File: config.mk
export PLATFORM = sky130hd
export DESIGN_NAME = seat_req
export DESIGN_NICKNAME = d
export VERILOG_FILES = /design/src/rtl/seat_req.sv
export SDC_FILE = /design/constraint.sdc
export NUM_CORES = 1
export LEC_CHECK = 0
export ABC_AREA = 1
export CORE_AREA = 2 2 100 102
export DETAILED_ROUTE_END_ITERATION = 10
export DIE_AREA = 0 0 102 104
export PLACE_DENSITY = 0.81
export SLEW_MARGIN = 20
export SYNTH_ARGS = -nofsm -noshare
export SYNTH_HDL_FRONTEND = slang
export SYNTH_SLANG_ARGS = --single-unit
File: constraint.sdc
create_clock -name clk_seat_req -period 2.3 [get_ports clk_seat_req]
set_clock_uncertainty 0.05 [all_clocks]
set_input_delay 0.575 -clock clk_seat_req [delete_from_list [all_inputs] [get_ports clk_seat_req]]
set_output_delay 0.575 -clock clk_seat_req [all_outputs]
set_load 0.005 [all_outputs]
File: src/rtl/seat_req.sv
// seat_req: buffers seat-change requests, runs check-then-write against the seat memory, and keeps the minute-of-day clock
//   clk_seat_req, rst_seat_req             clock, synchronous active-high reset
//   req_valid, req_ready, req_seat_no,
//   req_state                              request handshake into a FIFO_DEPTH-entry FIFO
//   Do_Not_Seat                            conflict flag returned by the memory stage
//   write_mem2, Time_mem2, Seat_State_mem2,
//   Seat_No_mem2                           memory write port; Time_mem2 is the minute of day
//   limit_time                             away-state timeout in minutes
//   resp_valid, resp_code, resp_seat_no    one-cycle response per request
module seat_req #(
   parameter int NUM_SEATS     = 32,
   parameter int FIFO_DEPTH    = 4,
   parameter int TICKS_PER_MIN = 3000,
   parameter int AWAY_LIMIT    = 30
) (
   input  logic        clk_seat_req,
   input  logic        rst_seat_req,
   input  logic        req_valid,
   output logic        req_ready,
   input  logic [7:0]  req_seat_no,
   input  logic [1:0]  req_state,
   input  logic        Do_Not_Seat,
   output logic        write_mem2,
   output logic [10:0] Time_mem2,
   output logic [1:0]  Seat_State_mem2,
   output logic [7:0]  Seat_No_mem2,
   output logic [10:0] limit_time,
   output logic        resp_valid,
   output logic [1:0]  resp_code,
   output logic [7:0]  resp_seat_no
);
   localparam int AW = $clog2(FIFO_DEPTH);
   localparam int CW = AW + 1;
   localparam int PW = $clog2(TICKS_PER_MIN + 1);
   // REJECT is the single idle cycle a bad seat spends before its response
   typedef enum logic [2:0] {IDLE, CHECK, SAMPLE, WRITE, RESP, REJECT} state_e;
   state_e state_q, state_d;
   logic [9:0] fifo_q [FIFO_DEPTH];
   logic [AW-1:0] wr_q, rd_q;
   logic [CW-1:0] cnt_q, cnt_d;
   logic ready_q;
   logic [PW-1:0] presc_q;
   logic [10:0] min_q;
   logic [7:0] seat_q, mem_seat_q, resp_seat_q;
   logic [1:0] st_q, mem_st_q, code_q, code_d, resp_code_q;
   logic [7:0] head_seat;
   logic [1:0] head_st;
   logic push, pop, bad, conflict, tick;
   assign head_seat = fifo_q[rd_q][9:2];
   assign head_st = fifo_q[rd_q][1:0];
   assign push = req_valid && ready_q;
   assign pop = (state_q == IDLE) && (cnt_q != '0);
   assign bad = {1'b0, head_seat} >= 9'(NUM_SEATS);
   assign conflict = Do_Not_Seat && (st_q == 2'd3);
   assign tick = presc_q == PW'(TICKS_PER_MIN - 1);
   assign cnt_d = cnt_q + CW'(push) - CW'(pop);
   assign req_ready = ready_q;
   assign Time_mem2 = min_q;
   assign Seat_No_mem2 = mem_seat_q;
   assign Seat_State_mem2 = mem_st_q;
   assign limit_time = 11'(AWAY_LIMIT);
   assign resp_code = resp_code_q;
   assign resp_seat_no = resp_seat_q;
   always_ff @(posedge clk_seat_req) begin
      if (rst_seat_req) begin
         state_q <= IDLE;
         code_q <= '0;
      end else begin
         state_q <= state_d;
         code_q <= code_d;
      end
   end
   always_comb begin
      state_d = state_q;
      code_d = code_q;
      case (state_q)
         IDLE: if (pop) begin
            state_d = bad ? REJECT : CHECK;
            code_d = bad ? 2'b10 : 2'b00;
         end
         CHECK: state_d = SAMPLE;
         SAMPLE: begin
            state_d = conflict ? RESP : WRITE;
            code_d = conflict ? 2'b01 : 2'b00;
         end
         WRITE, REJECT: state_d = RESP;
         default: state_d = IDLE;
      endcase
   end
   always_comb begin
      write_mem2 = state_q == WRITE;
      resp_valid = state_q == RESP;
   end
   always_ff @(posedge clk_seat_req) begin
      if (push) fifo_q[wr_q] <= {req_seat_no, req_state};
   end
   always_ff @(posedge clk_seat_req) begin
      if (rst_seat_req) begin
         wr_q <= '0;
         rd_q <= '0;
         cnt_q <= '0;
         ready_q <= 1'b1;
         presc_q <= '0;
         min_q <= '0;
         seat_q <= '0;
         st_q <= '0;
         mem_seat_q <= '0;
         mem_st_q <= '0;
         resp_code_q <= '0;
         resp_seat_q <= '0;
      end else begin
         cnt_q <= cnt_d;
         ready_q <= cnt_d < CW'(FIFO_DEPTH);
         presc_q <= tick ? '0 : presc_q + 1'b1;
         if (tick) min_q <= (min_q == 11'd1439) ? '0 : min_q + 1'b1;
         if (push) wr_q <= wr_q + 1'b1;
         if (pop) begin
            rd_q <= rd_q + 1'b1;
            seat_q <= head_seat;
            st_q <= head_st;
         end
         // memory port only ever shows seats that passed the range check
         if (pop && !bad) begin
            mem_seat_q <= head_seat;
            mem_st_q <= head_st;
         end
         if (state_d == RESP && state_q != RESP) begin
            resp_code_q <= code_d;
            resp_seat_q <= seat_q;
         end
      end
   end
endmodule

==> metrics.md, run 1 <==
| Metric | Value |
|---|---|
| Status | complete, no violations |
| Final ANT Viol Nets | 0 |
| Endpoint class of the critical path | flop |
| Yosys top cell area share | 29.46% |
| FF+latch count, synth | 108 |
| Die Wd | 102 um |
| Clk sinks | 108 |
| DRT iter0 DRCs | 174 |
| Yosys synthesis warning count | 0 |
| Setup Viol. Count Final | 0 |
| Clock insertion delay at the later pin of the skew report | 0.37 ns |
| RSZ-0062 raised after global routing | no |
| Io pins | 59 |
| DR vias | 3674 |
| Pwr dens | 993.6 mW/mm2 |
| CP required | 2.52 ns |
| Core footprint | 0.009549 mm2 |
| Post-CTS Setup Inserts | 0 |
| Reg area | 0.002565 mm2 |
| # hold bufs at CTS | 0 |
| Crit path max-delay cell type | clkdlybuf4s50_1 |
| CTS max path bufs | 2 |
| Initial core utilization | 48.39% |
| Num CTS Buffers | 9 |
| Cts repair resizes | 0 |
| CP Max Fanout | 2 |
| Number of synthesized flops with an enable pin | 40 |
| # nets final | 612 |
| CP Class | in -> reg |
| Final GP Congestion | 0.8924 |
| Wire length per cell | 12.73 um |
| Vias/cell | 5.054 |
| Synth area leaders | dfxtp_1 (29%), edfxtp_1 (26%), nand2_1 (8.4%) |
| Largest net degree at the start of global routing | 34 |
| Share of flip-flops with an asynchronous set or reset | 0% |
| Vias in the first global route | 3413 |
| Site Rows | 36 |
| Mapped Cells | 537 |
| Initial antenna violation count | 0 |
| Worst-path clk slew | 0.09 ns |
| Crit path launch type | primary input |
| Tot GR Track Use | 18.21% |
| Syn Std Cell Area | 0.004621 mm2 |
| Gr ovfl total | 0 |
| Post-Place Cells | 711 |
| Root Driver | clkbuf_8 |
| Max Cap Viol | 0 |
| FMAX | 459.3 MHz |
| Final instance count without filler cells | 727 |
| Final hold violation count | 0 |
| Top cells by count, synth | nand2_1 (103), nor2_1 (82), dfxtp_1 (68) |
| Distinct cells, synth | 35 |
| Crit-path cells | clkdlybuf4s50_1, nand2_1, ha_1, inv_1, ha_1, fa_1, or2_2, nand3_1, inv_1 |
| Worst IR drop on VDD | 500.6 uV |
| Area leader, netlist | dfxtp_1 |
| Post-DP HPWL | 6604 um |
| Synthesized area per cell | 8.605 um2 |
| Die ar. | 0.01061 mm2 |
| Number of remaining DRC errors | 0 |
| Diodes inserted | 0 |
| Leak Pwr | 2.078 nW |
| Min Tclk post-route | 2.177 ns |
| Synth-to-layout area growth | 17.36% |
| CTS tree | done |
| Layout fillers | 840 |
| First-pass GRT wire length | 15360 um |
| IO buf count | 47 |
| Tot Pwr | 0.005388 W |
| HP Class | reg -> reg |
| Critical path arrival | 2.39 ns |
| Pre-antenna DRT Iters | 5 |
| Max incr delay on CP | 0.45 ns |
| Slew Viols, Final | 0 |
| Top-count cell post-synth | nand2_1 |
| Area of the multi-input gates | 0.001720 mm2 |
| Final period utilization | 94.67% |
| Top FF cell, synth | dfxtp_1 |
| Die Span Y | 104 um |
| Total routed wirelength | 9255 um |
| H-Tree Depth | 3 |
| Share of cells above drive strength 1 | 8.249% |
| Sequential fraction of the synthesis area | 55.46% |
-- cell usage in the layout (no fill, tap or decap), types with 2 or more instances in the layout --
master and n:
nand2_1 103, nor2_1 82, dfxtp_1 66, inv_1 49, clkdlybuf4s50_1 47, edfxtp_1 40
o21ai_0 39, a21oi_1 30, nand3_1 28, nor3_1 13, conb_1 11, buf_4 10
clkbuf_8 9, ha_1 8, nand4_1 7, o21ai_1 6, inv_2 5, nor2_4 4
o22ai_1 3, nand2_2 3, o22a_1 3, nor2_2 2, a31oi_1 2, xor2_1 2
or2_2 2, nand3b_1 2, clkinv_4 2, bufinv_8 2, dfxtp_2 2
-- logic make-up after synthesis --
logic type | count (synthesis) | share of synthesized area (%)
AND/OR/NAND/NOR | 250 | 23.48
flip-flops | 108 | 55.46
AO/OA/AOI/OAI | 86 | 9.884
buffers and inverters | 80 | 8.042
adder cells (fa/ha/maj) | 9 | 2.600
XOR/XNOR | 2 | 0.3792
other | 2 | 0.1625
-- worst max-delay path: cells and delay by family --
kind	cells	cell delay, ns
AND/OR/NAND/NOR	3	0.45
adder cells (fa/ha/maj)	3	0.83
buffers and inverters	3	0.53
-- registers in the layout, summed over array words and instances (netlist names), 3 cells and up, named ones only --
| signal | flops |
|---|---|
| Seat_No_mem2 | 8 |
| cnt_q | 3 |
| state_q | 3 |
| seat_q | 8 |
| Time_mem2 | 11 |
| resp_seat_no | 8 |
| fifo_q | 40 |
| presc_q | 12 |
-- per-stage QoR --
stage               util [%]  setup TNS [ns]  hold WS (ns)  cell area [um2]  worst slack, ns
detailed placement     54.64         -0.4782        0.3817             5218          -0.2736
CTS                    56.76               0        0.3965             5420          0.01031
finish                 56.79               0        0.3941             5423           0.1227
global route           56.79               0        0.4052             5423          0.02456
floorplan                  -               0        0.3674             4654           0.1111
global placement       54.64         -0.3819        0.3769             5218          -0.2318
-- power breakdown --
group | total, W | internal (W) | switching (W)
clock | 0.00116 | 0.000515 | 0.000643
sequential | 0.00251 | 0.00233 | 0.000188
combinational | 0.00171 | 0.000677 | 0.00104
-- path summary, 6_finish.rpt --
path                            depth (start not counted)  slack [ns]       startpoint               to
worst max-delay path                                    9        0.12        req_valid         cnt_q[2]
worst min-delay path                                    2        0.39  Seat_No_mem2[5]  Seat_No_mem2[5]
worst max register to register                         10        0.24       state_q[1]         cnt_q[2]
worst min register to register                          2        0.39  Seat_No_mem2[5]  Seat_No_mem2[5]
-- final cells by class --
cell class	instances	share of cell area (%)
clock inverter	7	1.454
tap	133	3.069
timing repair buffer	58	10.43
inverter	54	3.738
clock buffer	9	2.284
sequential	108	47.30
multi-input combinational	358	31.73
-- routing by layer --
metal / up-vias / global-route usage, % / routed length, um
li1: 1845 / - / -
met5: - / 0 / 0
met3: 16 / 3.831 / 399
met2: 100 / 30.69 / 4537
met4: 0 / 6.381 / 182
met1: 1713 / 22.96 / 4134
(Power assumes the default switching activity.)
==> inputs of run 2 (changes only) <==
- ABC_CLOCK_PERIOD_IN_PS: not set -> 2300
==> results of run 2 <==
The final DEF is identical to that of run 1; final timing and power are the same.
